--- config.mk ---
export PLATFORM = sky130hd
export DESIGN_NAME = moore_seq_gen
export DESIGN_NICKNAME = d
export VERILOG_FILES = /design/src/rtl/moore_seq_gen_pkg.sv /design/src/rtl/moore_seq_gen_jk_ff.sv /design/src/rtl/moore_seq_gen.sv
export SDC_FILE = /design/constraint.sdc
export NUM_CORES = 1
export LEC_CHECK = 0
export CORE_UTILIZATION = 30
export DETAILED_ROUTE_END_ITERATION = 16
export PLACE_DENSITY = 0.51
export REMOVE_ABC_BUFFERS = 1
export SYNTH_ARGS = -nofsm -noshare
export SYNTH_HDL_FRONTEND = slang
export SYNTH_SLANG_ARGS = --single-unit
--- constraint.sdc ---
create_clock -name clk -period 2.2 [get_ports clk]
set_clock_uncertainty 0.1 [all_clocks]
set_input_delay 0.66 -clock clk [delete_from_list [all_inputs] [get_ports clk]]
set_output_delay 0.66 -clock clk [all_outputs]
set_load 0.005 [all_outputs]
--- src/rtl/moore_seq_gen_pkg.sv ---
// Shared constants for the Moore serial pattern generator: state encodings,
// default pattern parameters and the even-parity helper.
package moore_seq_pkg;

  localparam logic [2:0] S_IDLE   = 3'b000;
  localparam logic [2:0] S_SEND   = 3'b001;
  localparam logic [2:0] S_PARITY = 3'b010;
  localparam logic [2:0] S_GAP    = 3'b011;
  localparam logic [2:0] S_DONE   = 3'b100;

  typedef enum logic [2:0] {
    ST_IDLE   = S_IDLE,
    ST_SEND   = S_SEND,
    ST_PARITY = S_PARITY,
    ST_GAP    = S_GAP,
    ST_DONE   = S_DONE
  } state_t;

  localparam int          DEF_PAT_W   = 4;
  localparam logic [15:0] DEF_PATTERN = 16'h000B;
  localparam int          DEF_GAP     = 2;

  // Even parity: the bit that makes the total number of ones even.
  function automatic logic even_parity(input logic [15:0] v);
    return ^v;
  endfunction

endpackage

--- src/rtl/moore_seq_gen_jk_ff.sv ---
// JK flip-flop with asynchronous active-low reset; building block for the
// generator's state register.
module jk_ff (
  input  logic clk,
  input  logic rst_n,
  input  logic j,
  input  logic k,
  output logic q
);

  always_ff @(posedge clk or negedge rst_n) begin
    if (!rst_n) begin
      q <= 1'b0;
    end else begin
      case ({j, k})
        2'b10:   q <= 1'b1;
        2'b01:   q <= 1'b0;
        2'b11:   q <= ~q;
        default: q <= q;
      endcase
    end
  end

endmodule

--- src/rtl/moore_seq_gen.sv ---
// Moore serial pattern generator: sends PATTERN MSB first cnt times with GAP
// idle cycles between repetitions. Define MOORE_SEQ_GEN_PARITY_EN to append
// an even-parity bit after every repetition.
//
// Handshake: start is a level request sampled only while IDLE (busy=0,
// done=0); cnt is captured on the same edge. y is meaningful only while
// valid=1; busy covers SEND/PARITY/GAP and done pulses for one cycle after.
module moore_seq_gen
  import moore_seq_pkg::*;
#(
  parameter int               PAT_W   = DEF_PAT_W,
  parameter logic [PAT_W-1:0] PATTERN = PAT_W'(DEF_PATTERN),
  parameter int               GAP     = DEF_GAP
) (
  input  logic       clk,
  input  logic       rst,
  input  logic       start,
  input  logic [3:0] cnt,
  output logic       y,
  output logic       valid,
  output logic       busy,
  output logic       done,
  output logic [2:0] state_dbg
);

  localparam logic [3:0] LAST_BIT = 4'(PAT_W - 1);
  localparam logic [3:0] GAP_LAST = 4'(GAP - 1);
`ifdef MOORE_SEQ_GEN_PARITY_EN
  localparam logic PARITY_BIT = even_parity(16'(PATTERN));
`endif

  logic [2:0]       state_bits;
  logic [2:0]       state_d_bits;
  state_t           state_q;
  state_t           state_d;
  logic [PAT_W-1:0] sreg_q, sreg_d;
  logic [3:0]       bit_q, bit_d;
  logic [3:0]       rep_q, rep_d;
  logic [3:0]       gap_q, gap_d;
  logic             pat_end;

  assign state_q      = state_t'(state_bits);
  assign state_d_bits = state_d;
  assign state_dbg    = state_bits;

  // State register: J sets a bit that must rise, K clears one that must fall.
  for (genvar i = 0; i < 3; i++) begin : g_state
    jk_ff u_jk (
      .clk   (clk),
      .rst_n (rst),
      .j     (~state_bits[i] &  state_d_bits[i]),
      .k     ( state_bits[i] & ~state_d_bits[i]),
      .q     (state_bits[i])
    );
  end

  always_comb begin
    state_d = state_q;
    sreg_d  = sreg_q;
    bit_d   = bit_q;
    rep_d   = rep_q;
    gap_d   = gap_q;
    pat_end = 1'b0;
    case (state_q)
      ST_IDLE: begin
        if (start) begin
          if (cnt != 4'd0) begin
            state_d = ST_SEND;
            sreg_d  = PATTERN;
            rep_d   = cnt;
            bit_d   = 4'd0;
          end else begin
            state_d = ST_DONE;
          end
        end
      end
      ST_SEND: begin
        sreg_d = sreg_q << 1;
        bit_d  = bit_q + 4'd1;
        if (bit_q == LAST_BIT) begin
`ifdef MOORE_SEQ_GEN_PARITY_EN
          state_d = ST_PARITY;
`else
          pat_end = 1'b1;
`endif
        end
      end
`ifdef MOORE_SEQ_GEN_PARITY_EN
      ST_PARITY: pat_end = 1'b1;
`endif
      ST_GAP: begin
        if (gap_q == GAP_LAST) begin
          state_d = ST_SEND;
          sreg_d  = PATTERN;
          bit_d   = 4'd0;
        end else begin
          gap_d = gap_q + 4'd1;
        end
      end
      ST_DONE: state_d = ST_IDLE;
      default: state_d = ST_IDLE;
    endcase

    // End of one repetition: repeat (optionally via GAP) or finish.
    if (pat_end) begin
      rep_d = rep_q - 4'd1;
      if (rep_q > 4'd1) begin
        if (GAP > 0) begin
          state_d = ST_GAP;
          gap_d   = 4'd0;
        end else begin
          state_d = ST_SEND;
          sreg_d  = PATTERN;
          bit_d   = 4'd0;
        end
      end else begin
        state_d = ST_DONE;
      end
    end
  end

  // Datapath and outputs; outputs are registered from the next state so they
  // line up with the state they describe.
  always_ff @(posedge clk or negedge rst) begin
    if (!rst) begin
      sreg_q <= '0;
      bit_q  <= 4'd0;
      rep_q  <= 4'd0;
      gap_q  <= 4'd0;
      y      <= 1'b0;
      valid  <= 1'b0;
      busy   <= 1'b0;
      done   <= 1'b0;
    end else begin
      sreg_q <= sreg_d;
      bit_q  <= bit_d;
      rep_q  <= rep_d;
      gap_q  <= gap_d;
      y      <= 1'b0;
      valid  <= 1'b0;
      busy   <= 1'b0;
      done   <= 1'b0;
      case (state_d)
        ST_SEND: begin
          y     <= sreg_d[PAT_W-1];
          valid <= 1'b1;
          busy  <= 1'b1;
        end
`ifdef MOORE_SEQ_GEN_PARITY_EN
        ST_PARITY: begin
          y     <= PARITY_BIT;
          valid <= 1'b1;
          busy  <= 1'b1;
        end
`endif
        ST_GAP:  busy <= 1'b1;
        ST_DONE: done <= 1'b1;
        default: ;
      endcase
    end
  end

endmodule

* After elaboration in Yosys (flattened, before gate mapping)
Cells that the tools add are included.
** Storage, ports and cells
- Register bits :: 23
** Operators by class
- $add $sub $neg :: 3
- $lt $le $gt $ge :: 1
- Equality and inequality tests :: 19
- Mux-type cells :: 31
- Bitwise logic cells :: 12
- Reductions and logical operators :: 12
** Operators by type and width (count)
- 4-bit 2-to-1 mux :: 14
- 4-bit case mux with 3 select lines :: 2
- 3-bit 2-to-1 mux :: 5
- 2-bit equality test, second input constant :: 6
- 3-bit nonzero test :: 4
- 1-bit case mux with 3 select lines :: 3
- 3-bit case mux with 3 select lines :: 1
- 4-bit by 1-bit adder with 4-bit output, second input constant :: 2
- 1-bit AND :: 6
- 2-bit by 1-bit equality test with 1-bit output, second input constant :: 3
- 3-bit by 1-bit equality test with 1-bit output, second input constant :: 2
- 3-bit by 2-bit equality test with 1-bit output, second input constant :: 2
- 1-bit 2-to-1 mux :: 6
- 2-bit != test, second input constant :: 3
- 1-bit NOT :: 6
- 2-bit nonzero test :: 3
- 4-bit by 1-bit equality test with 1-bit output, second input constant :: 1
- 4-bit by 2-bit equality test with 1-bit output, second input constant :: 1
- 4-bit by 1-bit greater-than comparator with 1-bit output, second input constant :: 1
- 4-bit AND reduction :: 1
- 4-bit nonzero test :: 1
- 4-bit by 1-bit subtractor with 4-bit output, second input constant :: 1
- 3-bit equality test, second input constant :: 1
- 3-bit zero test :: 1
- 2 further kinds :: 2

* Longest topological paths before layout
Gate-level depths: netlist of the first run.
- Word-level depth :: 9
- Gate-level depth with buffers :: 8
- Depth with buffers taken out :: 8

* Modules after synthesis
Synthesis of the first run repeated with hierarchy kept, for this count alone.
** Second synthesis, totals
- Cells, all modules :: 107
- Area, all modules :: 1167.4 um^2
** Modules (own cells, without submodules)
- moore_seq_gen :: times used 1, cells an instance 98, area an instance 1066.0 um^2
- jk_ff :: times used 3, cells an instance 3, area an instance 33.8 um^2

* Least setup slack after synthesis of the first run
Ideal clock, no wire load.
- Kind :: input -> register
- Start point :: input cnt[0]
- End point :: register g_state[2].u_jk.q
- Library setup time :: 0.079 ns
- Data arrival time :: 1.838 ns
- Data required time :: 2.021 ns
- Path slack :: 0.183 ns
- Cell stages on the path :: 4
- Path buffers :: 0
- Cells stage by stage :: or4_4 -> o21a_1 -> ha_1 -> mux2i_1
** On the way
- Word-level cells in the longest chain between the ends :: 9
- Elaborated cells between the ends (all ways) :: 13
- Those cells by class :: eq/ne: 3; mux: 5; bitwise: 3; reduce/logical: 2
** RTL lines
- start, declared :: line moore_seq_gen.sv:18 : input logic [3:0] cnt,
- 4-bit nonzero test * :: line moore_seq_gen.sv:67 : if (cnt != 4'd0) begin
- 3-bit 2-to-1 mux * :: line moore_seq_gen.sv:67
- 3-bit 2-to-1 mux * :: line moore_seq_gen.sv:66 : if (start) begin
- 3-bit case mux with 3 select lines * :: line moore_seq_gen.sv:64 : case (state_q)
- 3-bit 2-to-1 mux * :: line moore_seq_gen.sv:105 : if (pat_end) begin
- 1-bit NOT :: line moore_seq_gen.sv:52 : .k ( state_bits[i] & ~state_d_bits[i]),
- 1-bit AND :: line moore_seq_gen.sv:52
- 2-bit equality test / 2-bit by 1-bit equality test with 1-bit output (equally long branches) :: line moore_seq_gen_jk_ff.sv:15 : case ({j, k})
- 1-bit case mux with 3 select lines / 3-bit nonzero test (equally long branches)
- end signal, assigned :: line moore_seq_gen_jk_ff.sv:18 : 2'b11: q <= ~q;
- end signal, assigned :: line moore_seq_gen_jk_ff.sv:19 : default: q <= q;
- end, declared :: line moore_seq_gen_jk_ff.sv:8 : output logic q
Mark *: on every way between the ends. The rest lies on a longest branch, timed or not.
A chain may end at the register's enable or synchronous reset.

* Final worst setup path of the first run
- Start point :: input cnt[3]
- End point :: register g_state[2].u_jk.q
Same word-level chain as after synthesis.

==> flow_summary_export.csv, run 1 <==
group,metric,value,unit
run_status,status,"finished clean",
critical_path,worstSetupPathType,"input pin to register",
clock_tree,cts_num_sinks,23,
critical_path,timing.rr.end,"g_state[2].u_jk.q",
timing,slew_headroom,70.4,%
route,vias,974,
clock_tree,root_buffer,"clkbuf_8",
yosys,ys.flop_type,"dfrtp_1",
yosys,synth_top_area_share,44.4,%
clock_tree,hold_buffers,0,
global_route,grt_pass1_wl,4660,um
clock_tree,clock_path_buffers,2,
clock_tree,clk_pin_slew,0.08,ns
route,post_drt_wl_per_cell,14.0,um
route,ant_nets,0,
clock_tree,h-tree-depth,1,
floorplanning,die-area,4590,sq um
clock_tree,clk_latency,0.27,ns
yosys,synth-edff-count,0,
power_and_ir_drop,peakVddDrop,0.504,mV
finish,drive_gt1_share,18.8,%
placement,hpwl,2130,um
critical_path,reg2reg_from,"bit_q[0]",
yosys,ys_types,37,
yosys,ys_seq_area_share,44.4,%
flow_run,maxCapViolCount,0,
floorplanning,ios,14,
global_route,overflow,0,
critical_path,crit_path_start_kind,"input pin",
timing,setup_violations,0,
finish,layout.cells.non_filler,199,
min_path,hold_path.class,"register to register",
yosys,syn_area,1300,sq um
floorplanning,die_x,67.7,um
yosys,async_reset_ff_share,100,%
finish,fillerInstances,428,
route,drtPass1Iterations,4,
power_and_ir_drop,power,2.07,mW
route,drt-initial-drc-count,34,
yosys,ys_ff_latch,23,
clock_tree,cts_tree,"yes",
floorplanning,die_y,67.7,um
critical_path,crit_fanout,3,
min_path,holdPathStages,1,
min_path,holdPathEnd,"sreg_q[0]",
route,met2_wirelength,1210,um
critical_path,slowest_stage,"or4_4",
critical_path,critPathCaptureType,"register",
timing,fmax,477,MHz
timing,tns,0,ns
route,vias_per_cell,4.89,
global_route,grt_max_degree,24,
timing,slew_viol_final,0,
global_route,antenna_found_initial,0,
yosys,yosysMostFrequentCell,"dfrtp_1",
timing,post-route-min-period,2.10,ns
placement,portBuffers,13,
placement,gp_congestion,0.818,
route,drt_wl_total,2790,um
route,drc,0,
yosys,yosys.area.top_type,"dfrtp_1",
critical_path,crit_arrival,2.19,ns
timing,finalHoldViolCount,0,
floorplanning,fp-row-count,23,
yosys,syn_inst,123,
critical_path,ff2ff_setup_slack,0.21,ns
critical_path,max_stage_delay,0.46,ns
route,route.met3.wl,104,um
finish,area_growth,23.2,%
floorplanning,initial_core_util,31.7,%
floorplanning,core,4090,sq um
timing,tightest_slew,0.442,ns
yosys,synthTopCellsByCount,"23 x dfrtp_1, 12 x nand2_1, 12 x nor2_1, 8 x ha_1, 6 x inv_1",
route,routed.top_layer,"met4",
min_path,worstHoldStart,"sreg_q[0]",
power_and_ir_drop,p_leak,0.742,nW
clock_tree,tritoncts.num_buffers,3,
critical_path,crit_required,2.29,ns
critical_path,r2r_cells,7,
timing,rsz0062_at_grt,"false",
yosys,synthTopCellsByArea,"dfrtp_1 44%, ha_1 7.7%, nand2_1 3.5%",
power_and_ir_drop,p_per_area,1300,nW/um^2
timing,finalCritPeriodShare,95.2,%
placement,place_inst,194,
finish,n_antenna_cell,0,
route,wl_met1,1440,um
finish,nets,165,
critical_path,worstPathCellList,"clkdlybuf4s50_1 -> or4_4 -> o21a_1 -> ha_1 -> mux2i_1",
global_route,grt_pass1_vias,987,
global_route,grt.total_usage,14.2,%
yosys,yosys_warnings,0,
yosys,synth.avg_cell_area,10.5,sq um
-- through the flow --
| stage | hold slack [ns] | worst slack [ns] | util [%] | instance area, sq um |
|---|---|---|---|---|
| after floorplan | 0.264 | 0.182 | - | 1240 |
| after global placement | 0.365 | -0.281 | 37.7 | 1540 |
| after detailed placement | 0.371 | -0.314 | 37.7 | 1540 |
| after CTS | 0.389 | 0.0259 | 38.9 | 1590 |
| after global routing | 0.409 | 0.0199 | 39.1 | 1600 |
| final | 0.384 | 0.105 | 39.1 | 1600 |
-- critical path, delay by kind of cell --
kind | cells | cell delay, ns
multiplexers | 1 | 0.17
buffers and inverters | 1 | 0.42
AO/OA/AOI/OAI | 1 | 0.19
AND/OR/NAND/NOR | 1 | 0.46
adder cells (fa/ha/maj) | 1 | 0.28
-- registers in the layout, summed over array words and instances, names as in the netlist --
register        count
bit_q               4
busy                1
done                1
g_state.u_jk.q      3
gap_q               4
rep_q               4
sreg_q              4
valid               1
y                   1
-- cells in the final DEF (no fill, tap or decap), types with 2 or more instances in the layout --
| master | count |
|---|---|
| clkbuf_8 | 3 |
| a21o_1 | 2 |
| nor3_1 | 4 |
| inv_1 | 6 |
| clkdlybuf4s50_1 | 10 |
| dfrtp_1 | 21 |
| nand3_1 | 5 |
| ha_1 | 8 |
| mux2i_1 | 4 |
| o21ai_0 | 2 |
| buf_4 | 15 |
| o21a_1 | 2 |
| nor2_1 | 12 |
| a21oi_1 | 4 |
| xnor2_1 | 2 |
| dfrtp_2 | 2 |
| dlygate4sd2_1 | 2 |
| o211ai_1 | 5 |
| xor2_1 | 4 |
| nand2_1 | 12 |
| and2_1 | 2 |
| a22o_1 | 2 |
-- logic make-up after synthesis --
family,Yosys count,synth area share (%)
buffers and inverters,12,5.79
muxes,4,3.09
and+or+nand+nor,48,22.0
DFF,23,44.4
xor gates and xnor gates,6,4.05
adders and majority gates,8,7.72
AOI/OAI and AO/OA,22,12.9
-- power by group --
| part | internal, mW | leakage, nW | switching (mW) | total (mW) |
|---|---|---|---|---|
| Clock | 0.129 | 0.0228 | 0.139 | 0.268 |
| Sequential | 0.622 | 0.280 | 0.193 | 0.815 |
| Combinational | 0.515 | 0.439 | 0.472 | 0.987 |
| Total | 1.27 | 0.742 | 0.804 | 2.07 |
-- layout make-up --
type / instances / area, sq um / area share [%]
multi-input cells: 88 / 646 / 40.4
flip-flops and latches: 23 / 578 / 36.2
clock buffers: 4 / 45.0 / 2.82
inverters: 6 / 22.5 / 1.41
well taps: 50 / 62.6 / 3.92
repair buffers: 28 / 243 / 15.2
-- routing by layer --
metal,vias to the layer above,global-route usage (%)
li1,481,-
met1,472,18.6
met2,17,22.6
met3,4,3.72
met4,0,3.99
met5,-,0
-- worst max-delay path by stage --
stage | from | endpoint | slack (ns) | cells after the start
after floorplan | cnt[0] | g_state[2].u_jk.q | 0.18 | 4
after global placement | cnt[0] | g_state[2].u_jk.q | -0.28 | 5
after detailed placement | cnt[0] | g_state[2].u_jk.q | -0.31 | 5
after CTS | cnt[3] | g_state[2].u_jk.q | 0.03 | 5
after global routing | bit_q[0] | g_state[2].u_jk.q | 0.02 | 7
final | cnt[3] | g_state[2].u_jk.q | 0.10 | 5
-- what timing repair did --
action | in CTS | in global routing
pin swaps | 3 | 3
setup buffers | 1 | 0
resized for setup | 2 | 3
endpoints found under the hold margin | 0 | 0
endpoints found under the setup margin | 1 | 3
Power figures use the tool's default switching activity.
==> run 2: changes to the inputs <==
--- a/config.mk
+++ b/config.mk
@@ -7,7 +7,7 @@
 export LEC_CHECK = 0
 export CORE_UTILIZATION = 30
 export DETAILED_ROUTE_END_ITERATION = 16
-export PLACE_DENSITY = 0.51
+export PLACE_DENSITY_LB_ADDON = 0.3
 export REMOVE_ABC_BUFFERS = 1
 export SYNTH_ARGS = -nofsm -noshare
 export SYNTH_HDL_FRONTEND = slang
==> run 2 against run 1 <==
Register-to-register slack hardly changed. Sequential cell count stayed put. Die area stayed put. Critical path depth stayed put. Critical path type unchanged. Largest power group unchanged.
==> flow_summary_export.csv, run 2 (same netlist as run 1, synthesis figures left out) <==
group,metric,value,unit
run_status,status,"finished clean",
route,ant_nets,0,
global_route,overflow,0,
floorplanning,die-area,4590,sq um
critical_path,crit_path_start_kind,"input pin",
critical_path,r2r_cells,8,
power_and_ir_drop,p_leak,0.738,nW
timing,finalHoldViolCount,0,
finish,n_antenna_cell,0,
critical_path,reg2reg_from,"rep_q[0]",
min_path,holdPathStages,1,
clock_tree,clock_path_buffers,2,
route,vias,975,
timing,slew_viol_final,0,
power_and_ir_drop,peakVddDrop,0.613,mV
timing,setup_ws,0.0621,ns
clock_tree,h-tree-depth,1,
placement,dp_slack,-0.314,ns
clock_tree,cts_num_sinks,23,
placement,gp_congestion,0.725,
clock_tree,clk_latency,0.27,ns
timing,fmax,468,MHz
timing,finalCritPeriodShare,97.2,%
floorplanning,ios,14,
critical_path,crit_required,2.29,ns
finish,layout_common_cells,"22 x dfrtp_1, 16 x buf_4, 12 x nand2_1, 12 x nor2_1, 10 x clkdlybuf4s50_1",
power_and_ir_drop,p_per_area,1300,nW/um^2
global_route,grt_pass1_vias,1024,
floorplanning,die_y,67.7,um
route,drt_wl_total,2710,um
floorplanning,core,4090,sq um
route,drt-initial-drc-count,37,
floorplanning,initial_core_util,31.7,%
critical_path,crit_fanout,3,
critical_path,critPathCaptureType,"register",
clock_tree,tritoncts.num_buffers,3,
critical_path,startpoint,"cnt[0]",
critical_path,worstSetupPathType,"input pin to register",
timing,slew_headroom,70.2,%
route,drc,0,
critical_path,ff2ff_setup_slack,0.21,ns
global_route,grt.total_usage,14.1,%
clock_tree,cts_tree,"yes",
placement,portBuffers,13,
route,post_drt_wl_per_cell,13.6,um
timing,setup_violations,0,
finish,nets,166,
global_route,grt_pass1_wl,4670,um
min_path,holdPathEnd,"sreg_q[0]",
finish,drive_gt1_share,19.3,%
min_path,worstHoldStart,"sreg_q[0]",
critical_path,worstPathCellList,"clkdlybuf4s50_1 -> or4_4 -> o21a_1 -> ha_1 -> mux2i_1",
finish,area_growth,23.6,%
finish,final_common_cell,"dfrtp_1",
critical_path,max_stage_delay,0.46,ns
global_route,antenna_found_initial,0,
route,vias_per_cell,4.88,
global_route,grt_max_degree,24,
timing,tightest_slew,0.443,ns
route,drtPass1Iterations,4,
clock_tree,clk_pin_slew,0.09,ns
timing,rsz0062_at_grt,"false",
critical_path,timing.rr.end,"g_state[2].u_jk.q",
placement,hpwl,2140,um
clock_tree,cts_setup_buffers,0,
floorplanning,die_x,67.7,um
flow_run,maxCapViolCount,0,
critical_path,crit_arrival,2.23,ns
min_path,hold_path.class,"register to register",
floorplanning,fp-row-count,23,
timing,post-route-min-period,2.14,ns
critical_path,slowest_stage,"or4_4",
finish,finish.utilization,39.2,%
clock_tree,root_buffer,"clkbuf_8",
[run 2: changes by cell type in the layout (fill, tap and decap cells not counted)]
cell,before,now
clkinvlp_4,0,1
clkbuf_1,1,0
dlymetal6s2s_1,1,0
dlygate4sd2_1,2,3
buf_4,15,16
dfrtp_1,21,22
dfrtp_2,2,1
[run 2: worst max path at each step]
stage | end | depth (start not counted)
after floorplan | g_state[2].u_jk.q | 4
after global placement | g_state[2].u_jk.q | 5
after detailed placement | g_state[2].u_jk.q | 5
after CTS | state_dbg[2] | 1
after global routing | g_state[2].u_jk.q | 5
final | g_state[2].u_jk.q | 5
[run 2: worst max-delay path, delay by kind of cell]
family | cells | cell delay [ns]
AOI/OAI and AO/OA | 1 | 0.22
adders and majority gates | 1 | 0.29
buffers and inverters | 1 | 0.43
muxes | 1 | 0.17
and+or+nand+nor | 1 | 0.46
[run 2: layout make-up]
| cell class | count | area (sq um) |
|---|---|---|
| Clock buffer | 3 | 41.3 |
| Clock inverter | 1 | 7.51 |
| Fill cell | 425 | 2480 |
| Inverter | 6 | 22.5 |
| Multi-Input combinational cell | 88 | 646 |
| Sequential cell | 23 | 577 |
| Tap cell | 50 | 62.6 |
| Timing Repair Buffer | 29 | 246 |
[run 2: repair_timing]
action,4_1_cts,5_1_grt
pin swaps,3,0
hold buffers,0,0
resized for setup,3,1
endpoints found under the setup margin,2,1
[run 2: through the flow]
step | hold WS [ns] | setup TNS [ns] | cell area [sq um] | power, mW | instances
after floorplan | 0.264 | 0 | 1240 | 1.43 | 117
after global placement | 0.362 | -2.18 | 1560 | 1.78 | 196
after detailed placement | 0.379 | -2.78 | 1560 | 1.81 | 196
after CTS | 0.400 | 0 | 1600 | 2.10 | 200
after global routing | 0.423 | 0 | 1600 | 2.27 | 200
final | 0.391 | 0 | 1600 | 2.08 | 200
[run 2: report_power, final]
part / internal, mW / switching [mW]
clock network: 0.128 / 0.144
registers: 0.620 / 0.175
logic: 0.523 / 0.495
total: 1.27 / 0.814
[run 2: metal layers]
metal,vias to the layer above,share of wire (%),track usage (%)
met1,471,51,18.3
met5,-,0,0
met3,4,4.4,3.89
met2,17,43,22.4
li1,483,-,-
met4,0,1.3,4.79
==> run 3: changes to the inputs <==
--- a/config.mk
+++ b/config.mk
@@ -7,6 +7,7 @@
 export LEC_CHECK = 0
 export CORE_UTILIZATION = 30
 export DETAILED_ROUTE_END_ITERATION = 16
+export GPL_TIMING_DRIVEN = 0
 export PLACE_DENSITY_LB_ADDON = 0.3
 export REMOVE_ABC_BUFFERS = 1
 export SYNTH_ARGS = -nofsm -noshare
==> run 3 against run 2 <==
Wire length is 8.3% lower. Die area stayed put. Sequential power is 9.8% higher. Largest cell class unchanged. Highest routed layer unchanged. Utilization is 2.5 points lower. Combinational power is 16% lower. Sequential cell count stayed put. Global-route usage is 1.2 points lower. Total power is 4.1% lower. Design area is 6.5% lower. Non-clock buffer count is 15 lower.
==> flow_summary_export.csv, run 3 (same netlist as run 1, synthesis figures left out) <==
group,metric,value,unit
global_route,grt.total_usage,13.0,%
flow_run,maxCapViolCount,0,
timing,slew_viol_final,0,
finish,n_antenna_cell,0,
route,vias,914,
route,drtPass1Iterations,4,
clock_tree,cts_num_sinks,23,
clock_tree,h-tree-depth,1,
critical_path,crit_arrival,1.37,ns
timing,post-route-min-period,2.13,ns
timing,fmax,469,MHz
route,drt-initial-drc-count,43,
placement,gp_congestion,0.749,
global_route,antenna_found_initial,0,
critical_path,worstSetupPathType,"register to primary output",
finish,fillerInstances,411,
route,drt_wl_total,2480,um
critical_path,worstPathCellList,"clkdlybuf4s50_1",
floorplanning,fp-row-count,23,
finish,layout_common_cells,"20 x dfrtp_1, 12 x nand2_1, 12 x nor2_1, 8 x ha_1, 8 x clkdlybuf4s50_1",
critical_path,critPathCaptureType,"primary output",
min_path,holdPathStages,1,
timing,setup_violations,0,
power_and_ir_drop,p_per_area,1330,nW/um^2
finish,postLayoutCellArea,1500,sq um
placement,place_inst,180,
placement,place_area,1440,sq um
critical_path,cp_top_family,"buffers and inverters",
timing,setup_ws,0.0699,ns
floorplanning,initial_core_util,31.7,%
clock_tree,root_buffer,"clkbuf_8",
timing,slew_headroom,31.7,%
clock_tree,hold_buffers,0,
timing,rsz0062_at_grt,"false",
route,vias_per_cell,4.94,
critical_path,cp.depth,1,
critical_path,slowest_stage,"clkdlybuf4s50_1",
clock_tree,clock_path_buffers,2,
route,post_drt_wl_per_cell,13.4,um
critical_path,crit_fanout,14,
floorplanning,die-area,4590,sq um
floorplanning,core,4090,sq um
finish,final_common_cell,"dfrtp_1",
critical_path,crit_path_start_kind,"register",
timing,finalHoldViolCount,0,
critical_path,max_stage_delay,0.56,ns
critical_path,crit_required,1.44,ns
timing,tns,0,ns
power_and_ir_drop,p_leak,0.670,nW
timing,tightest_slew,1.02,ns
floorplanning,die_x,67.7,um
clock_tree,tritoncts.num_buffers,3,
placement,portBuffers,13,
timing,finalCritPeriodShare,96.8,%
min_path,hold_path.class,"register to register",
finish,layout.cells.non_filler,185,
global_route,grt_max_degree,24,
floorplanning,die_y,67.7,um
global_route,grt_pass1_vias,970,
finish,area_growth,15.6,%
finish,drive_gt1_share,11.9,%
clock_tree,cts_tree,"yes",
route,drc,0,
placement,dp_slack,-0.449,ns
global_route,overflow,0,
global_route,grt_pass1_wl,4390,um
critical_path,worst-path-buf-inv,1,
power_and_ir_drop,peakVddDrop,0.549,mV
run_status,status,"finished clean",
clock_tree,clk_latency,0.27,ns
placement,hpwl,1820,um
clock_tree,clk_pin_slew,0.09,ns
finish,nets,151,
critical_path,r2r_cells,6,
floorplanning,ios,14,
route,ant_nets,0,
[run 3: repair_timing]
item                                    4_1_cts  5_1_grt
setup buffers                                 1        0
endpoints found under the setup margin        5        2
resized for setup                             8        1
pin swaps                                     1        0
[run 3: report_power, final]
group          switching, mW  internal [mW]
logic                  0.391          0.464
clock network          0.142          0.128
registers              0.251          0.622
[run 3: layer usage]
metal	GRT usage [%]	routed length, um
met5	0	0
met2	20.2	1100
met3	4.39	126
met4	2.39	10
met1	17.4	1250
[run 3: worst paths after layout]
check                                        from                end  slack [ns]
worst max-delay path            g_state[0].u_jk.q       state_dbg[0]        0.07
worst min-delay path                    sreg_q[0]          sreg_q[0]        0.39
worst max register to register  g_state[1].u_jk.q  g_state[2].u_jk.q        0.17
worst min register to register          sreg_q[0]          sreg_q[0]        0.39
max in group asynchronous                     rst  g_state[1].u_jk.q        0.47
min in group asynchronous                     rst               done        0.85
[run 3: area by class of cell]
cell class                      count  area, sq um  area share (%)
Timing Repair Buffer               14          131            8.76
Clock buffer                        3         41.3            2.75
Clock inverter                      1         7.51           0.501
Inverter                            6         22.5            1.50
Tap cell                           50         62.6            4.17
Multi-Input combinational cell     88          654            43.7
Sequential cell                    23          579            38.6
[run 3: metrics by stage]
| stage | hold slack [ns] | total power, mW | util [%] |
|---|---|---|---|
| after detailed placement | 0.377 | 1.72 | 35.2 |
| after CTS | 0.399 | 2.01 | 36.5 |
| final | 0.394 | 2.00 | 36.7 |
| after global routing | 0.439 | 2.20 | 36.7 |
| after floorplan | 0.264 | 1.43 | - |
| after global placement | 0.364 | 1.69 | 35.2 |
